**src/rtl/countdown_pkg.sv**
```systemverilog
// ---------------------------------------------------------------------------
// countdown_pkg
// Purpose : shared definitions for the countdown timer slice.
//           Holds the FSM state encoding and the default counter width.
// Ports   : none (package)
// ---------------------------------------------------------------------------
package countdown_pkg;

    localparam int DEFAULT_WIDTH = 4;

    typedef enum logic {
        IDLE = 1'b0,
        RUN  = 1'b1
    } state_e;

endpackage : countdown_pkg

```
**src/rtl/countdown_timer_if.sv**
```systemverilog
// ---------------------------------------------------------------------------
// countdown_timer_if
// Purpose : groups the control and status signals of countdown_timer.
// Signals : load        - load request, sampled each rising edge
//           load_val    - start value captured when load is high
//           en          - count enable (low pauses the countdown)
//           auto_reload - restart from the stored value on expiry
//           count       - current count value (registered)
//           busy        - high while the timer is running (registered)
//           done        - one-cycle expiry pulse (registered)
// Modports: master drives the controls, slave (the timer) drives status.
// ---------------------------------------------------------------------------
interface countdown_timer_if
    import countdown_pkg::*;
#(
    parameter int WIDTH = DEFAULT_WIDTH
);

    logic             load;
    logic [WIDTH-1:0] load_val;
    logic             en;
    logic             auto_reload;
    logic [WIDTH-1:0] count;
    logic             busy;
    logic             done;

    modport master (
        output load, load_val, en, auto_reload,
        input  count, busy, done
    );

    modport slave (
        input  load, load_val, en, auto_reload,
        output count, busy, done
    );

endinterface : countdown_timer_if

```
**src/rtl/countdown_timer.sv**
```systemverilog
// ---------------------------------------------------------------------------
// countdown_timer
// Purpose : loadable down-counter with pause, one-shot or auto-reload mode
//           and a registered one-cycle expiry pulse.
// Ports   : clk - system clock, all state updates on the rising edge
//           clr - synchronous active-high reset
//           bus - countdown_timer_if.slave (load, load_val, en, auto_reload
//                 in; count, busy, done out)
// Priority each edge: clr > load > decrement/expiry > hold.
// WIDTH must match the WIDTH of the connected interface instance (2..32).
// ---------------------------------------------------------------------------
module countdown_timer
    import countdown_pkg::*;
#(
    parameter int WIDTH = DEFAULT_WIDTH
) (
    input  logic               clk,
    input  logic               clr,
    countdown_timer_if.slave   bus
);

    localparam logic [WIDTH-1:0] ONE = WIDTH'(1);

    state_e           state_q,  state_d;
    logic [WIDTH-1:0] count_q,  count_d;
    logic [WIDTH-1:0] reload_q, reload_d;
    logic             busy_q,   busy_d;
    logic             done_q,   done_d;
    logic             expiry;

    // Expiry is detected one step early (count==1) so that the cycle showing
    // count==0 (or the reloaded value) is also the cycle showing done.
    assign expiry = (count_q == ONE);

    always_comb begin
        state_d  = state_q;
        count_d  = count_q;
        reload_d = reload_q;
        busy_d   = busy_q;
        done_d   = 1'b0;

        if (bus.load) begin
            // A load always wins over expiry, so a coincident expiry pulse is
            // dropped and the timer restarts from the new value.
            count_d  = bus.load_val;
            reload_d = bus.load_val;
            if (bus.load_val != '0) begin
                state_d = RUN;
                busy_d  = 1'b1;
            end else begin
                // Loading zero is an immediate expiry.
                state_d = IDLE;
                busy_d  = 1'b0;
                done_d  = 1'b1;
            end
        end else if (state_q == RUN && bus.en) begin
            if (expiry) begin
                done_d = 1'b1;
                if (bus.auto_reload) begin
                    count_d = reload_q;
                end else begin
                    count_d = '0;
                    state_d = IDLE;
                    busy_d  = 1'b0;
                end
            end else if (count_q == '0) begin
                // Unreachable in normal operation (RUN is entered only with a
                // nonzero value); recover to IDLE rather than wrap.
                state_d = IDLE;
                busy_d  = 1'b0;
            end else begin
                count_d = count_q - ONE;
            end
        end
    end

    always_ff @(posedge clk) begin
        if (clr) begin
            state_q  <= IDLE;
            count_q  <= '0;
            reload_q <= '0;
            busy_q   <= 1'b0;
            done_q   <= 1'b0;
        end else begin
            state_q  <= state_d;
            count_q  <= count_d;
            reload_q <= reload_d;
            busy_q   <= busy_d;
            done_q   <= done_d;
        end
    end

    assign bus.count = count_q;
    assign bus.busy  = busy_q;
    assign bus.done  = done_q;

endmodule : countdown_timer

```
**src/flat_wrapper.sv**
```systemverilog
// flat-port wrapper written by rule: the top's interface ports become plain ports
module countdown_timer_flat import countdown_pkg::*;
#(
    parameter int WIDTH = DEFAULT_WIDTH
)
  (clk, clr, bus_load, bus_load_val, bus_en, bus_auto_reload, bus_count, bus_busy, bus_done);
  countdown_timer_if #(.WIDTH(WIDTH)) bus_i ();
  input  logic clk;
  input  logic clr;
  input wire logic [$bits(bus_i.load)-1:0] bus_load;
  input wire logic [$bits(bus_i.load_val)-1:0] bus_load_val;
  input wire logic [$bits(bus_i.en)-1:0] bus_en;
  input wire logic [$bits(bus_i.auto_reload)-1:0] bus_auto_reload;
  output wire logic [$bits(bus_i.count)-1:0] bus_count;
  output wire logic [$bits(bus_i.busy)-1:0] bus_busy;
  output wire logic [$bits(bus_i.done)-1:0] bus_done;
  assign bus_i.load = bus_load;
  assign bus_i.load_val = bus_load_val;
  assign bus_i.en = bus_en;
  assign bus_i.auto_reload = bus_auto_reload;
  assign bus_count = bus_i.count;
  assign bus_busy = bus_i.busy;
  assign bus_done = bus_i.done;
  countdown_timer #(.WIDTH(WIDTH)) u_core (.clk(clk), .clr(clr), .bus(bus_i));
endmodule
```
**config.mk**
```make
export PLATFORM = sky130hd
export DESIGN_NAME = countdown_timer_flat
export DESIGN_NICKNAME = d
export VERILOG_FILES = /design/src/rtl/countdown_pkg.sv /design/src/rtl/countdown_timer_if.sv /design/src/rtl/countdown_timer.sv /design/src/flat_wrapper.sv
export SDC_FILE = /design/constraint.sdc
export NUM_CORES = 1
export LEC_CHECK = 0
export CORE_MARGIN = 5
export CORE_UTILIZATION = 43
export CTS_CLUSTER_SIZE = 30
export DETAILED_ROUTE_END_ITERATION = 7
export GPL_ROUTABILITY_DRIVEN = 0
export PLACE_DENSITY = 0.82
export SYNTH_ARGS = -nofsm -noshare
export SYNTH_HDL_FRONTEND = slang
export SYNTH_SLANG_ARGS = --single-unit
```
**constraint.sdc**
```tcl
create_clock -name clk -period 1.8 [get_ports clk]
set_clock_uncertainty 0.05 [all_clocks]
set_input_delay 0.54 -clock clk [delete_from_list [all_inputs] [get_ports clk]]
set_output_delay 0.54 -clock clk [all_outputs]
set_load 0.005 [all_outputs]
```
==> impl_metrics.env, run 1 <==
export IMPL_yosys_warnings=0
export IMPL_worstPathMaxFanout=6
export IMPL_area_growth_pct=42.2
export IMPL_synth_xor_xnor_area_share=0
export IMPL_coreArea_um2=1280
export IMPL_h_tree_depth=1
export IMPL_status="complete, no violations"
export IMPL_dieWidth_um=46.7
export IMPL_p_per_area_nw_per_um2=674
export IMPL_fp_dieH_um=46.7
export IMPL_synth_fa_ha_area_frac=0.0647
export IMPL_arrival_ns=1.15
export IMPL_drc=0
export IMPL_cts_root_buf="clkbuf_4"
export IMPL_hold_violations=0
export IMPL_rsz0062_at_grt="false"
export IMPL_cp_slowest_stage_delay_ns=0.51
export IMPL_syn_area_um2=581
export IMPL_track_usage=0.163
export IMPL_path_buf_inv=1
export IMPL_cap_violations=0
export IMPL_postLayoutCellArea_um2=826
export IMPL_cts_hold_buf=0
export IMPL_drv_slew=0
export IMPL_syn_nets=76
export IMPL_netlist_area_leader_share=0.345
export IMPL_hold_path_depth=2
export IMPL_reg2reg_setup_slack_ns=0.16
export IMPL_fmax_mhz=574
export IMPL_synth_compound_area_frac=0.224
export IMPL_via_per_inst=5.82
export IMPL_ys_async_sr_fraction=0
export IMPL_via_count=599
export IMPL_seq_power_share=0.445
export IMPL_cts_buffer_depth=2
export IMPL_total_power_uw=556
export IMPL_switching_power_uw=157
export IMPL_drive_gt1_frac=0.239
export IMPL_antenna_found_initial=0
export IMPL_final_min_clock_period_ns=1.74
export IMPL_diodes=0
export IMPL_r2r_cells=7
export IMPL_ioPinCount=15
export IMPL_start_util=0.452
export IMPL_setup_violations=0
export IMPL_worst_setup_path_start_kind="flip-flop"
export IMPL_yosys_area_share_simple=0.261
export IMPL_place_area_um2=801
export IMPL_min_to="u_core.reload_q[0]"
export IMPL_drt_iter0_markers=11
export IMPL_critical_path_top_delay_family="buffers and inverters"
export IMPL_fin_crit_sh=0.968
export IMPL_worstHoldStart="u_core.reload_q[0]"
export IMPL_hp_class="flip-flop to flip-flop"
export IMPL_grt_first_pass_wirelength_um=2480
export IMPL_synthTopCellsByArea="dfxtp_1 34%, mux2i_1 6.9%, ha_1 6.5%"
export IMPL_overflow=0
export IMPL_leakagePower_nw=0.334
export IMPL_synth_area_mux_share=0.0690
export IMPL_worst_skew_pair_late_latency_ns=0.26
export IMPL_utilization=0.643
export IMPL_avgSynthCellArea_um2=9.07
export IMPL_p_comb_frac=0.287
export IMPL_grt_start_max_net_pins=9
export IMPL_grt_pass1_vias=546
export IMPL_cp_end_kind="output pin"
export IMPL_ant_nets=0
export IMPL_synth_ff_latch_count=10
export IMPL_numCtsBuffers=3
export IMPL_syn_inst=64
export IMPL_yosysUniqueCellTypes=32
export IMPL_wirelength_um=1500
export IMPL_clk_pin_slew_ns=0.06
export IMPL_tightest_slew_ns=0.376
export IMPL_p_clk_frac=0.267
export IMPL_cp_cell_sequence="clkdlybuf4s50_1"
export IMPL_rows=13
export IMPL_critPathSlowestCell="clkdlybuf4s50_1"
export IMPL_switching_share=0.281
export IMPL_die_area_um2=2190
export IMPL_post_cts_buffers=0
export IMPL_synth_edf_count=0
export IMPL_drt_first_pass_iters=4
export IMPL_p_int_uw=400
export IMPL_synth_flop_cell="dfxtp_1"
export IMPL_max_slew_margin=0.746
export IMPL_final_nets=102
export IMPL_yosysTopAreaCell="dfxtp_1"
export IMPL_dp_hpwl_um=1180
export IMPL_ir_worst_vdd_mv=0.437
export IMPL_synth_seq_area_share=0.345
export IMPL_tritoncts="done"
export IMPL_synth_top_family_by_area="simple AND/OR/NAND/NOR gates"
export IMPL_worst_ep_required_time_ns=1.21
export IMPL_worst_setup_path_type="flip-flop to output pin"
export IMPL_routedWlPerCell_um=14.6
export IMPL_r2r_start="u_core.bus.count[1]"
export IMPL_port_buffer_count=14
export IMPL_r2r_end="u_core.bus.count[0]"
export IMPL_clock_sinks=10
metal layers:
| metal | routed length, um | GRT usage | vias up |
|---|---|---|---|
| li1 | - | - | 293 |
| met2 | 699 | 0.269 | 27 |
| met4 | 12 | 0.0276 | 0 |
| met5 | 0 | 0 | - |
| met1 | 633 | 0.196 | 275 |
| met3 | 154 | 0.0766 | 4 |
power by group through the flow:
| stage | combinational, mW | clock, mW | sequential, mW |
|---|---|---|---|
| final | 0.160 | 0.149 | 0.248 |
| after global routing | 0.174 | 0.163 | 0.249 |
| after CTS | 0.159 | 0.151 | 0.247 |
| after detailed placement | 0.157 | 0 | 0.252 |
| after global placement | 0.155 | 0 | 0.251 |
| after floorplan | 0.0788 | 0 | 0.254 |
kinds of logic after synthesis:
| group | Yosys count |
|---|---|
| flops | 10 |
| fa+ha+maj | 3 |
| mux | 4 |
| compound gates | 17 |
| buf+inv | 5 |
| simple gates | 25 |
stage by stage:
step / setup TNS, ns / hold slack [ns] / setup WS [ns] / std cells
global route: 0 / 0.451 / 0.0258 / 103
global placement: -0.00464 / 0.414 / -0.00464 / 100
floorplan: 0 / 0.400 / 0.228 / 64
detailed placement: -0.0440 / 0.424 / -0.0338 / 100
finish: 0 / 0.433 / 0.0574 / 103
CTS: 0 / 0.434 / 0.0166 / 103
how the worst max path moves through the flow:
stage	startpoint	to	cells past startpoint
6_report	u_core.bus.count[0]	bus_count[0]	1
5_1_grt	u_core.bus.count[0]	bus_count[0]	1
4_1_cts	u_core.state_q	bus_busy	1
3_5_place_dp	bus_en	u_core.bus.count[2]	5
3_3_place_gp	bus_en	u_core.bus.count[2]	5
2_1_floorplan	u_core.bus.count[1]	u_core.bus.count[1]	6
cell usage after synthesis, types with 2 or more instances:
master,count
dfxtp_1,10
nor2_1,6
a21oi_1,4
mux2i_1,4
nand2_1,4
ha_1,3
nand4_1,3
a32o_1,2
buf_2,2
inv_1,2
nor2_2,2
nor2b_1,2
registers in the layout, summed over array words and instances, names as in the netlist:
| register | flops |
|---|---|
| u_core.reload_q | 4 |
| u_core.state_q | 1 |
| u_core.bus.done | 1 |
| u_core.bus.count | 4 |
repair_timing:
action / 4_1_cts / 5_1_grt
gates resized for setup: 1 / 1
pin swaps: 0 / 0
setup endpoints to repair: 1 / 1
final cells by class:
class	count	area (um2)
multi-input cells	49	359
flip-flops and latches	10	203
fillers	110	459
well taps	15	18.8
inverters	2	7.51
clock buffers	3	22.5
repair buffers	24	215
layout by cell type (no fill, tap or decap):
master and instances:
clkdlybuf4s50_1 14, buf_4 10, dfxtp_1 8, nor2_1 6, mux2i_1 4, nand2_1 4, a21oi_1 4, nand4_1 3
ha_1 3, clkbuf_4 3, inv_1 2, nor2_2 2, nor2b_1 2, a32o_1 2, dfxtp_2 2, and2_4 1
nor4b_4 1, o211ai_1 1, o21ai_0 1, o211a_1 1, o21ai_1 1, o22ai_1 1, a31oi_1 1, o41ai_1 1
nor3b_1 1, nor3_1 1, nand3_1 1, o2111ai_1 1, nand3b_1 1, nand2b_1 1, o21ai_2 1, a32oi_1 1
nor4_1 1, a2111oi_2 1
(Power assumes the default switching activity.)
==> run 2, diff against run 1 <==
--- a/config.mk
+++ b/config.mk
@@ -7,6 +7,7 @@
 export LEC_CHECK = 0
 export CORE_MARGIN = 5
 export CORE_UTILIZATION = 43
+export CTS_CLUSTER_DIAMETER = 30
 export CTS_CLUSTER_SIZE = 30
 export DETAILED_ROUTE_END_ITERATION = 7
 export GPL_ROUTABILITY_DRIVEN = 0
==> results of run 2 <==
No change in the layout: final DEF, timing and power equal those of run 1.
==> run 3, diff against run 2 <==
==> constraint.sdc (replaced) <==
create_clock -name clk -period 2.2 [get_ports clk]
set_clock_uncertainty 0.05 [all_clocks]
set_input_delay 0.66 -clock clk [delete_from_list [all_inputs] [get_ports clk]]
set_output_delay 0.66 -clock clk [all_outputs]
set_load 0.005 [all_outputs]
==> impl_metrics.env, run 3 (synthesized netlist as in run 1, its figures left out) <==
export IMPL_routedWlPerCell_um=15.1
export IMPL_worst_setup_path_type="flip-flop to output pin"
export IMPL_track_usage=0.154
export IMPL_worst_skew_pair_late_latency_ns=0.27
export IMPL_die_area_um2=2190
export IMPL_grt_first_pass_wirelength_um=2330
export IMPL_via_count=561
export IMPL_p_per_area_nw_per_um2=620
export IMPL_cts_resized_gates=0
export IMPL_postLayoutCellArea_um2=785
export IMPL_grt_start_max_net_pins=12
export IMPL_fmax_mhz=490
export IMPL_via_per_inst=5.78
export IMPL_final_nets=95
export IMPL_ff_latch_area_um2=200
export IMPL_post_cts_buffers=0
export IMPL_dp_hpwl_um=1130
export IMPL_total_power_uw=487
export IMPL_grt_pass1_vias=521
export IMPL_fp_dieH_um=46.7
export IMPL_arrival_ns=1.33
export IMPL_status="complete, no violations"
export IMPL_numCtsBuffers=3
export IMPL_place_area_um2=748
export IMPL_start_util=0.452
export IMPL_nFillCells=120
export IMPL_ant_nets=0
export IMPL_drc=0
export IMPL_cp_slowest_stage_delay_ns=0.56
export IMPL_layout_common_cells="14 x clkdlybuf4s50_1, 10 x dfxtp_1, 6 x nor2_1"
export IMPL_tightest_slew_ns=0.510
export IMPL_drt_iter0_markers=26
export IMPL_cp_cell_sequence="clkdlybuf4s50_1"
export IMPL_cts_root_buf="clkbuf_4"
export IMPL_critPathSlowestCell="clkdlybuf4s50_1"
export IMPL_clock_sinks=10
export IMPL_cts_hold_buf=0
export IMPL_rsz0062_at_grt="false"
export IMPL_worstPathMaxFanout=6
export IMPL_path_buf_inv=1
export IMPL_dieWidth_um=46.7
export IMPL_port_buffer_count=14
export IMPL_setup_violations=0
export IMPL_final_common_cell="clkdlybuf4s50_1"
export IMPL_cts_buffer_depth=2
export IMPL_fin_tns_setup_ns=0
export IMPL_overflow=0
export IMPL_critical_path_top_delay_family="buffers and inverters"
export IMPL_rows=13
export IMPL_final_min_clock_period_ns=2.04
export IMPL_ir_worst_vdd_mv=0.452
export IMPL_fin_crit_sh=0.927
export IMPL_coreArea_um2=1280
export IMPL_worst_setup_path_start_kind="flip-flop"
export IMPL_tritoncts="done"
export IMPL_max_slew_margin=0.657
export IMPL_clk_pin_slew_ns=0.07
export IMPL_diodes=0
export IMPL_leakagePower_nw=0.305
export IMPL_h_tree_depth=1
export IMPL_drive_gt1_frac=0.159
export IMPL_wirelength_um=1470
export IMPL_area_growth_pct=35.1
export IMPL_hold_violations=0
export IMPL_drt_first_pass_iters=4
export IMPL_cp_end_kind="output pin"
export IMPL_antenna_found_initial=0
export IMPL_worst_ep_required_time_ns=1.49
export IMPL_multi_input_area_um2=359
export IMPL_cap_violations=0
export IMPL_hp_class="flip-flop to flip-flop"
export IMPL_drv_slew=0
export IMPL_ioPinCount=15
==> run 3: cell count changes in the layout (fill, tap and decap cells not counted), sizes merged <==
cell / delta
buf: -7
clkbuf: +1
==> run 3: layout make-up <==
| cell class | instances | area share |
|---|---|---|
| Sequential cell | 10 | 0.255 |
| Timing Repair Buffer | 17 | 0.207 |
| Multi-Input combinational cell | 49 | 0.458 |
| Tap cell | 15 | 0.0239 |
| Clock buffer | 4 | 0.0463 |
| Inverter | 2 | 0.00957 |
==> run 3: routing by layer <==
metal  vias to the layer above  GRT usage  routed length, um
met2                        31      0.255                718
met3                         0     0.0690                156
met4                         0     0.0387                  0
li1                        276          -                  -
met5                         -          0                  0
met1                       254      0.182                594
==> run 3: worst paths after layout <==
| check | from | to | slack (ns) | cells past startpoint |
|---|---|---|---|---|
| worst max-delay path | u_core.bus.count[3] | bus_count[3] | 0.16 | 1 |
| worst min-delay path | u_core.reload_q[0] | u_core.reload_q[0] | 0.44 | 2 |
| worst min register to register | u_core.reload_q[0] | u_core.reload_q[0] | 0.44 | 2 |
| worst max register to register | u_core.bus.count[1] | u_core.bus.count[2] | 0.48 | 5 |
==> run 3: stage by stage <==
step	worst slack, ns	hold slack (ns)	util	std cells
finish	0.161	0.437	0.611	97
global route	0.0933	0.450	0.611	97
CTS	0.145	0.439	0.611	97
detailed placement	0.161	0.431	0.582	93
global placement	0.190	0.413	0.582	93
floorplan	0.628	0.400	-	64
==> run 3: report_power, final <==
part | switching [mW] | internal (mW)
registers | 0.0134 | 0.193
logic | 0.0541 | 0.0614
clock network | 0.0644 | 0.101
total | 0.132 | 0.355
